### src/rtl/cam_frame_writer.sv
// Frame-buffer write controller for the OV7670 capture path: turns converted RGB332 pixels
// into row-major RAM writes, cropping to WIDTH x HEIGHT and reporting frame completion or truncation.
module cam_frame_writer #(
    parameter int WIDTH  = 160,
    parameter int HEIGHT = 120,
    parameter int AW     = 15
) (
    input  logic          clk,
    input  logic          rst,
    input  logic          cap_en,
    input  logic          cont,
    input  logic          vsync,
    input  logic          href,
    input  logic [7:0]    px_data,
    input  logic          px_valid,
    output logic [AW-1:0] mem_addr,
    output logic [7:0]    mem_data,
    output logic          mem_we,
    output logic          busy,
    output logic          frame_done,
    output logic          frame_err
);

    localparam int CW = $clog2(WIDTH + 1);
    localparam int RW = $clog2(HEIGHT + 1);

    localparam logic [1:0] ST_IDLE  = 2'd0;
    localparam logic [1:0] ST_ARM   = 2'd1;
    localparam logic [1:0] ST_FRAME = 2'd2;

    localparam logic [CW-1:0] COL_MAX   = CW'(WIDTH);
    localparam logic [CW-1:0] COL_ONE   = CW'(1);
    localparam logic [RW-1:0] ROW_MAX   = RW'(HEIGHT);
    localparam logic [RW-1:0] ROW_ONE   = RW'(1);
    localparam logic [RW:0]   LINES_REQ = (RW + 1)'(HEIGHT);
    localparam logic [RW:0]   LINES_ONE = (RW + 1)'(1);
    localparam logic [AW-1:0] LINE_STEP = AW'(WIDTH);

    logic [1:0]    state_r, state_s;
    logic          vs_q_r, hr_q_r;
    logic [CW-1:0] col_r, col_s;
    logic [RW-1:0] row_r, row_s;
    logic [AW-1:0] line_base_r, line_base_s;
    logic          line_active_r, line_active_s;
    logic          stop_r, stop_s;
    logic          single_done_r, single_done_s;
    logic [AW-1:0] addr_r, addr_s;
    logic [7:0]    data_r, data_s;
    logic          we_r, we_s;
    logic          done_r, done_s;
    logic          err_r, err_s;
    logic          busy_r;
    logic [RW:0]   lines_seen_s;

    logic vs_fall_s, vs_rise_s, hr_rise_s;

    assign vs_fall_s = ~vsync & vs_q_r;
    assign vs_rise_s = vsync & ~vs_q_r;
    assign hr_rise_s = href & ~hr_q_r;

    // Next-state, line bookkeeping and write-request decode
    always_comb begin
        state_s       = state_r;
        col_s         = col_r;
        row_s         = row_r;
        line_base_s   = line_base_r;
        line_active_s = line_active_r;
        stop_s        = stop_r;
        single_done_s = single_done_r;
        addr_s        = addr_r;
        data_s        = data_r;
        we_s          = 1'b0;
        done_s        = 1'b0;
        err_s         = 1'b0;
        lines_seen_s  = '0;

        case (state_r)
            ST_IDLE: begin
                // A single-frame capture stays parked until cap_en is dropped and re-raised
                if (!cap_en) begin
                    single_done_s = 1'b0;
                end else if (!single_done_r) begin
                    state_s = ST_ARM;
                end else begin
                    state_s = ST_IDLE;
                end
            end

            ST_ARM: begin
                if (!cap_en) begin
                    state_s = ST_IDLE;
                end else if (vs_fall_s) begin
                    state_s       = ST_FRAME;
                    col_s         = '0;
                    row_s         = '0;
                    line_base_s   = '0;
                    line_active_s = 1'b0;
                    stop_s        = 1'b0;
                end else begin
                    state_s = ST_ARM;
                end
            end

            ST_FRAME: begin
                stop_s = stop_r | ~cap_en;
                if (vs_rise_s) begin
                    if (line_active_r) begin
                        lines_seen_s = {1'b0, row_r} + LINES_ONE;
                    end else begin
                        lines_seen_s = '0;
                    end
                    if (lines_seen_s >= LINES_REQ) begin
                        done_s = 1'b1;
                    end else begin
                        err_s = 1'b1;
                    end
                    if (cont && cap_en && !stop_r) begin
                        state_s = ST_ARM;
                    end else begin
                        state_s       = ST_IDLE;
                        single_done_s = 1'b1;
                    end
                end else begin
                    if (hr_rise_s) begin
                        // Row stops advancing once past the buffer so line_base never overruns
                        if (line_active_r && (row_r < ROW_MAX)) begin
                            row_s       = row_r + ROW_ONE;
                            line_base_s = line_base_r + LINE_STEP;
                        end else begin
                            row_s       = row_r;
                            line_base_s = line_base_r;
                        end
                        line_active_s = 1'b1;
                        col_s         = '0;
                    end else begin
                        col_s = col_r;
                    end

                    if (px_valid && href && (row_s < ROW_MAX) && (col_s < COL_MAX)) begin
                        we_s   = 1'b1;
                        addr_s = line_base_s + AW'(col_s);
                        data_s = px_data;
                        col_s  = col_s + COL_ONE;
                    end else begin
                        we_s = 1'b0;
                    end
                end
            end

            default: begin
                state_s = ST_IDLE;
            end
        endcase
    end

    // State, counters and registered RAM/status outputs
    always_ff @(posedge clk or negedge rst) begin
        if (!rst) begin
            state_r       <= ST_IDLE;
            vs_q_r        <= 1'b1;
            hr_q_r        <= 1'b0;
            col_r         <= '0;
            row_r         <= '0;
            line_base_r   <= '0;
            line_active_r <= 1'b0;
            stop_r        <= 1'b0;
            single_done_r <= 1'b0;
            addr_r        <= '0;
            data_r        <= 8'h00;
            we_r          <= 1'b0;
            done_r        <= 1'b0;
            err_r         <= 1'b0;
            busy_r        <= 1'b0;
        end else begin
            state_r       <= state_s;
            vs_q_r        <= vsync;
            hr_q_r        <= href;
            col_r         <= col_s;
            row_r         <= row_s;
            line_base_r   <= line_base_s;
            line_active_r <= line_active_s;
            stop_r        <= stop_s;
            single_done_r <= single_done_s;
            addr_r        <= addr_s;
            data_r        <= data_s;
            we_r          <= we_s;
            done_r        <= done_s;
            err_r         <= err_s;
            busy_r        <= (state_s != ST_IDLE);
        end
    end

    assign mem_addr   = addr_r;
    assign mem_data   = data_r;
    assign mem_we     = we_r;
    assign busy       = busy_r;
    assign frame_done = done_r;
    assign frame_err  = err_r;

endmodule

### config.mk
export PLATFORM = sky130hd
export DESIGN_NAME = cam_frame_writer
export DESIGN_NICKNAME = d
export VERILOG_FILES = /design/src/rtl/cam_frame_writer.sv
export SDC_FILE = /design/constraint.sdc
export NUM_CORES = 1
export LEC_CHECK = 0
export ABC_AREA = 1
export BUFFER_PORTS_ARGS = -buffer_cell sky130_fd_sc_hd__clkbuf_2
export CORE_AREA = 2 2 89 91
export DETAILED_ROUTE_END_ITERATION = 10
export DIE_AREA = 0 0 91 93
export GPL_ROUTABILITY_DRIVEN = 0
export PLACE_DENSITY = 0.66
export SYNTH_ARGS = -nofsm -noshare
export SYNTH_HDL_FRONTEND = slang
export SYNTH_SLANG_ARGS = --single-unit
export TNS_END_PERCENT = 30
### constraint.sdc
create_clock -name clk -period 6.8 [get_ports clk]
set_input_delay 0.68 -clock clk [delete_from_list [all_inputs] [get_ports clk]]
set_output_delay 0.68 -clock clk [all_outputs]
set_load 0.02 [all_outputs]
==> flow_summary.ini, run 1 <==
[cts]
cts_tree = done
cts_setup_buffers = 0
cts_num_sinks = 59
numCtsBuffers = 9
cts_root_buffer = clkbuf_8
cts_max_level = 3
cts_resized = 0
cts.path.max_buffers = 2
clock_latency_ns = 0.34
postCtsHoldBufs = 0
cts.reportedPaths.clkPinSlew_ns = 0.07

[floorplan]
core_area_um2 = 7530
num_rows = 32
die_w_um = 91
die_h_um = 93
die-area_um2 = 8460
io_pins = 42
initial_core_util_pct = 43.2

[critical_path]
end_kind = register
max_stage_delay_ns = 0.68
cp_slowest_cell = nor2_2
arrival_ns = 3.00
path_buf_inv = 2
path_delay_family = simple AND/OR/NAND/NOR gates
critical_path.max_fanout = 22
required_ns = 7.03
critical_path.cell_chain = clkbuf_2 > nand3_2 > nor2_2 > xor2_1 > inv_1 > ha_1 > a21o_1 > nand2_1 > nand2_1 > nand3_1 > nor2_2 > nand2_1 > nor2_1 > nor2_1 > nand2_1 > nand2_1
worstSetupPathType = in -> reg
cp-start-kind = input pin
cp_common_cell = nand2_1

[power]
power.total_mw = 1.35
ir_drop_mv = 0.127
pwr_density_cell_nw_per_um2 = 361
leakagePower_nw = 1.98

[global_routing]
antenna_found_initial = 0
grt_pass1_wl_um = 12600
grt_pass1_vias = 2821
grt.overflow.total = 0
track_usage_pct = 18.6
grt_max_degree = 60

[sta]
relSlewSlack_pct = 42.7
finalHoldViolCount = 0
fin_crit_sh_pct = 40.8
rsz0062_at_grt = false
setup_viol = 0
fin_skew_ns = 0.00994
finalMaxSlewViolations = 0
fmax_ghz = 0.361
fin_setup_tns_ns = 0
worst_pin_slew_ns = 0.859
period_minus_slack_ns = 2.77

[routing]
wl_per_cell_um = 12.6
antenna_left = 0
first_pass_iters = 4
viasPerCell = 5.02
routed_wl_um = 7210
met1Wirelength_um = 3350
drt_iter0_markers = 123
top_layer = met4
vias = 2872
wl_met2_um = 3400
met3_length_um = 251
drc = 0

[place]
io_buffer_count = 41
dpl.hpwl_um = 5050

[synthesis]
synth.area.mux_share_pct = 0
synth_xor_area_share_pct = 2.69
synth_top_cell_by_area = dfrtp_1
synthTopCellsByCount = nand2_1 (138), dfrtp_1 (58), inv_1 (50)
synth.net_count = 443
yosysSeqAreaShare_pct = 45.4
yosysWarnings = 0
yosysMostFrequentCell = nand2_1
synthTopCellsByArea = dfrtp_1 (45%), nand2_1 (16%), inv_1 (5.8%)
avgSynthCellArea_um2 = 7.73
synthesis.area_um2 = 3250
yosysTopAreaCellShare_pct = 44.6
synth_fa_ha_area_share_pct = 2.69
synthFlopType = dfrtp_1
synth_cell_types = 32
ys_async_sr_fraction_pct = 100
synth_top_family_by_area = simple AND/OR/NAND/NOR gates
synth_compound_area_share_pct = 8.58
synth-simple-area-share_pct = 31.8
syn_inst = 421
synth_edf_count = 0
synth_seq_cells = 59

[status]
status = complete, no violations

[layout]
antenna_cells = 0
final_nets = 487
drive_gt1_share_pct = 18.5
area_delta_synth_final_pct = 15.0

[run]
maxCapViolCount = 0

[min_path]
hold_path_class = in -> reg
==> worst paths after layout <==
path | start | end | slack, ns | depth (start not counted)
worst max-delay path | href | mem_addr[13]$_DFFE_PN0P_ | 4.03 | 16
worst min-delay path | vsync | vs_q_r$_DFF_PN1_ | 0.46 | 1
worst max register to register | row_r[3]$_DFFE_PN0P_ | mem_addr[13]$_DFFE_PN0P_ | 4.03 | 16
worst min register to register | mem_data[1]$_DFFE_PN0P_ | mem_data[1]$_DFFE_PN0P_ | 0.48 | 2
max in group asynchronous | rst | state_r[1]$_DFF_PN0_ | 5.80 | 2
min in group asynchronous | rst | col_r[7]$_DFFE_PN0P_ | 0.48 | 2
==> area by class of cell <==
type,count,area [µm²]
Sequential cell,59,1480
Clock buffer,9,124
Timing Repair Buffer,43,220
Multi-Input combinational cell,297,1490
Inverter,55,206
Clock inverter,7,92.6
Fill cell,753,3790
Tap cell,102,128
==> stage by stage <==
| step | setup slack, ns | utilization (%) | area (µm²) | instances | hold WS [ns] |
|---|---|---|---|---|---|
| final | 4.03 | 49.7 | 3740 | 572 | 0.455 |
| after global placement | 3.77 | 46.8 | 3520 | 556 | 0.461 |
| after detailed placement | 3.68 | 46.8 | 3520 | 556 | 0.464 |
| after CTS | 4.05 | 49.7 | 3740 | 572 | 0.445 |
| after global routing | 3.66 | 49.7 | 3740 | 572 | 0.438 |
| after floorplan | 4.35 | - | 3250 | 421 | 0.384 |
==> sequential cells by signal, indices dropped and copies added (netlist names) <==
signal	flops
hr_q_r	1
state_r	2
busy	1
mem_we	1
col_r	8
line_active_r	1
stop_r	1
row_r	7
line_base_r	10
vs_q_r	1
mem_data	8
frame_err	1
mem_addr	15
single_done_r	1
frame_done	1
==> routing by layer <==
| layer | up-vias | GRT usage, % |
|---|---|---|
| met4 | 0 | 9.85 |
| met2 | 72 | 30.5 |
| met3 | 14 | 4.03 |
| met5 | - | 0 |
| li1 | 1432 | - |
| met1 | 1354 | 23.2 |
==> placed cells by master (no fill, tap or decap), drive strengths merged <==
master and instances:
o21ai 29, clkbuf 50, a21oi 8, nor2 32, nand2 145, xor2 7
clkinvlp 3, a32o 1, dfstp 1, o22ai 11, or2 1, ha 7
buf 2, dfrtp 58, inv 55, a21o 1, nand4 8, clkinv 2
bufinv 2, o21bai 1, xnor2 3, nand3 42, nor4 1
==> logic make-up after synthesis <==
group	count (synthesis)
flip-flops	59
buffers and inverters	65
XOR/XNOR	10
adder cells (fa/ha/maj)	7
AND/OR/NAND/NOR	229
AO/OA/AOI/OAI	51
==> power by group <==
group,internal (mW),switching (mW),leakage [nW]
Sequential,0.457,0.0796,0.794
Clock,0.205,0.148,0.101
Combinational,0.155,0.304,1.08
Total,0.817,0.532,1.98
Power figures use the tool's default switching activity.
==> run 2, diff against run 1 <==
Settings changed: PLACE_DENSITY 0.66 to 0.68.
Clock period 6.8 ns to 2.48 ns, I/O delays scaled along.
==> run 2 against run 1 <==
Effect of this change:
- clock-buffer cell count stayed put
- largest cell class unchanged
- sequential share of layout area is 0.68 points lower
- combinational power grew to 2.9 times the previous value
- critical path type is now reg -> reg
==> flow_summary.ini, run 2 (same netlist as run 1, synthesis figures left out) <==
[sta]
fmax_ghz = 0.440
finalHoldViolCount = 0
period_minus_slack_ns = 2.27
fin_setup_tns_ns = 0
fin_skew_ns = 0.0116
worst_pin_slew_ns = 0.743
relSlewSlack_pct = 50.5
fin_crit_sh_pct = 91.6
finalMaxSlewViolations = 0
holdWs_ns = 0.0183
setup_viol = 0

[layout]
drive_gt1_share_pct = 20.2
final_nets = 497
layout_common_cells = nand2_1 (138), dfrtp_1 (58), inv_1 (50), clkbuf_2 (41), nand3_1 (36)
antenna_cells = 0
area_delta_synth_final_pct = 17.0
final_common_cell = nand2_1
fin_util_pct = 50.5
layoutNonFillerInstCount = 582
largest_reg_flops = 15
n_fill_cell = 747

[cts]
cts_max_level = 3
cts.reportedPaths.clkPinSlew_ns = 0.07
cts_num_sinks = 59
postCtsHoldBufs = 0
clock_latency_ns = 0.34
cts_tree = done
cts.path.max_buffers = 2
numCtsBuffers = 9
cts_root_buffer = clkbuf_8

[routing]
antenna_left = 0
drc = 0
first_pass_iters = 4
vias = 2908
routed_wl_um = 7150
wl_per_cell_um = 12.3
drt_iter0_markers = 134
viasPerCell = 5.00

[critical_path]
critical_path.max_fanout = 6
path_buf_inv = 2
cp_slowest_cell = dfrtp_1
rrSetupSlack_ns = 0.21
cp-start-kind = register
worstSetupPathType = reg -> reg
path_depth = 17
max_stage_delay_ns = 0.42
rr_endpoint = mem_addr[13]$_DFFE_PN0P_
critical_path.cell_chain = nand2_1 > inv_1 > nand2_2 > nand2_4 > o21ai_1 > inv_1 > ha_1 > a21o_1 > nand2_1 > nand2_1 > nand3_2 > nor2_4 > nand2_1 > nor2_1 > nor2_1 > nand2_1 > nand2_1
path_delay_family = simple AND/OR/NAND/NOR gates
cp-endpoint = mem_addr[13]$_DFFE_PN0P_
end_kind = register
r2r.worst_path.cells = 17
cp_common_cell = nand2_1
arrival_ns = 2.51
r2r-start = row_r[5]$_DFFE_PN0P_
required_ns = 2.72
cp-startpoint = row_r[5]$_DFFE_PN0P_

[power]
pwr_density_cell_nw_per_um2 = 963
leakagePower_nw = 2.02
ir_drop_mv = 0.359

[global_routing]
grt.overflow.total = 0
track_usage_pct = 18.1
grt_max_degree = 60
antenna_found_initial = 0
grt_pass1_wl_um = 12500
grt_pass1_vias = 2815

[min_path]
hold_path_class = in -> reg

[floorplan]
core_area_um2 = 7530
die_h_um = 93
initial_core_util_pct = 43.2
die-area_um2 = 8460
num_rows = 32
io_pins = 42
die_w_um = 91

[run]
maxCapViolCount = 0

[place]
post-place-cells = 562
io_buffer_count = 41
dpl.hpwl_um = 5150

[status]
status = complete, no violations
## run 2: cell types whose count changed in the layout (fill, tap and decap cells not counted), sizes merged
cell	delta
bufinv	-1
clkinvlp	-1
inv	+1
buf	+10
clkinv	+1
## run 2: worst min-delay path by stage
| stage | from | endpoint | slack (ns) | cells past startpoint |
|---|---|---|---|---|
| after floorplan | rst | busy$_DFF_PN0_ | -0.05 | 0 |
| after global placement | vsync | vs_q_r$_DFF_PN1_ | 0.36 | 1 |
| after detailed placement | vsync | vs_q_r$_DFF_PN1_ | 0.37 | 1 |
| after CTS | vsync | vs_q_r$_DFF_PN1_ | 0.004 | 1 |
| after global routing | vsync | vs_q_r$_DFF_PN1_ | 0.006 | 1 |
| final | vsync | vs_q_r$_DFF_PN1_ | 0.02 | 1 |
## run 2: per-stage QoR
stage | area [µm²] | power, mW | setup slack, ns
CTS | 3760 | 3.67 | 0.108
floorplan | 3250 | 2.37 | 0.269
global placement | 3560 | 2.73 | 0.204
detailed placement | 3560 | 2.77 | 0.127
global route | 3800 | 3.93 | -0.0188
finish | 3800 | 3.66 | 0.209
## run 2: layout make-up
type                       instances  area (µm²)  share of cell area, %
clock buffer                       9         124                   3.26
clock inverter                     7        76.3                   2.01
inverter                          55         206                   5.43
multi-input combinational        297        1500                   39.4
sequential                        59        1480                   38.8
tap                              102         128                   3.35
timing repair buffer              53         295                   7.76
## run 2: repair_timing
item                                    in CTS  in global routing
buffers inserted                             0                  4
gates resized for setup                      0                  3
endpoints found under the setup margin       0                  4
## run 2: power by group
group	switching [mW]	internal, mW
clock network	0.414	0.468
logic	0.859	0.456
registers	0.213	1.25
## run 2: routing by layer
| layer | up-vias | global-route usage (%) | share of wire [%] |
|---|---|---|---|
| li1 | 1454 | - | - |
| met1 | 1378 | 22.9 | 45 |
| met2 | 65 | 30.7 | 50 |
| met3 | 11 | 2.90 | 3.5 |
| met4 | 0 | 8.08 | 1.9 |
| met5 | - | 0 | 0 |
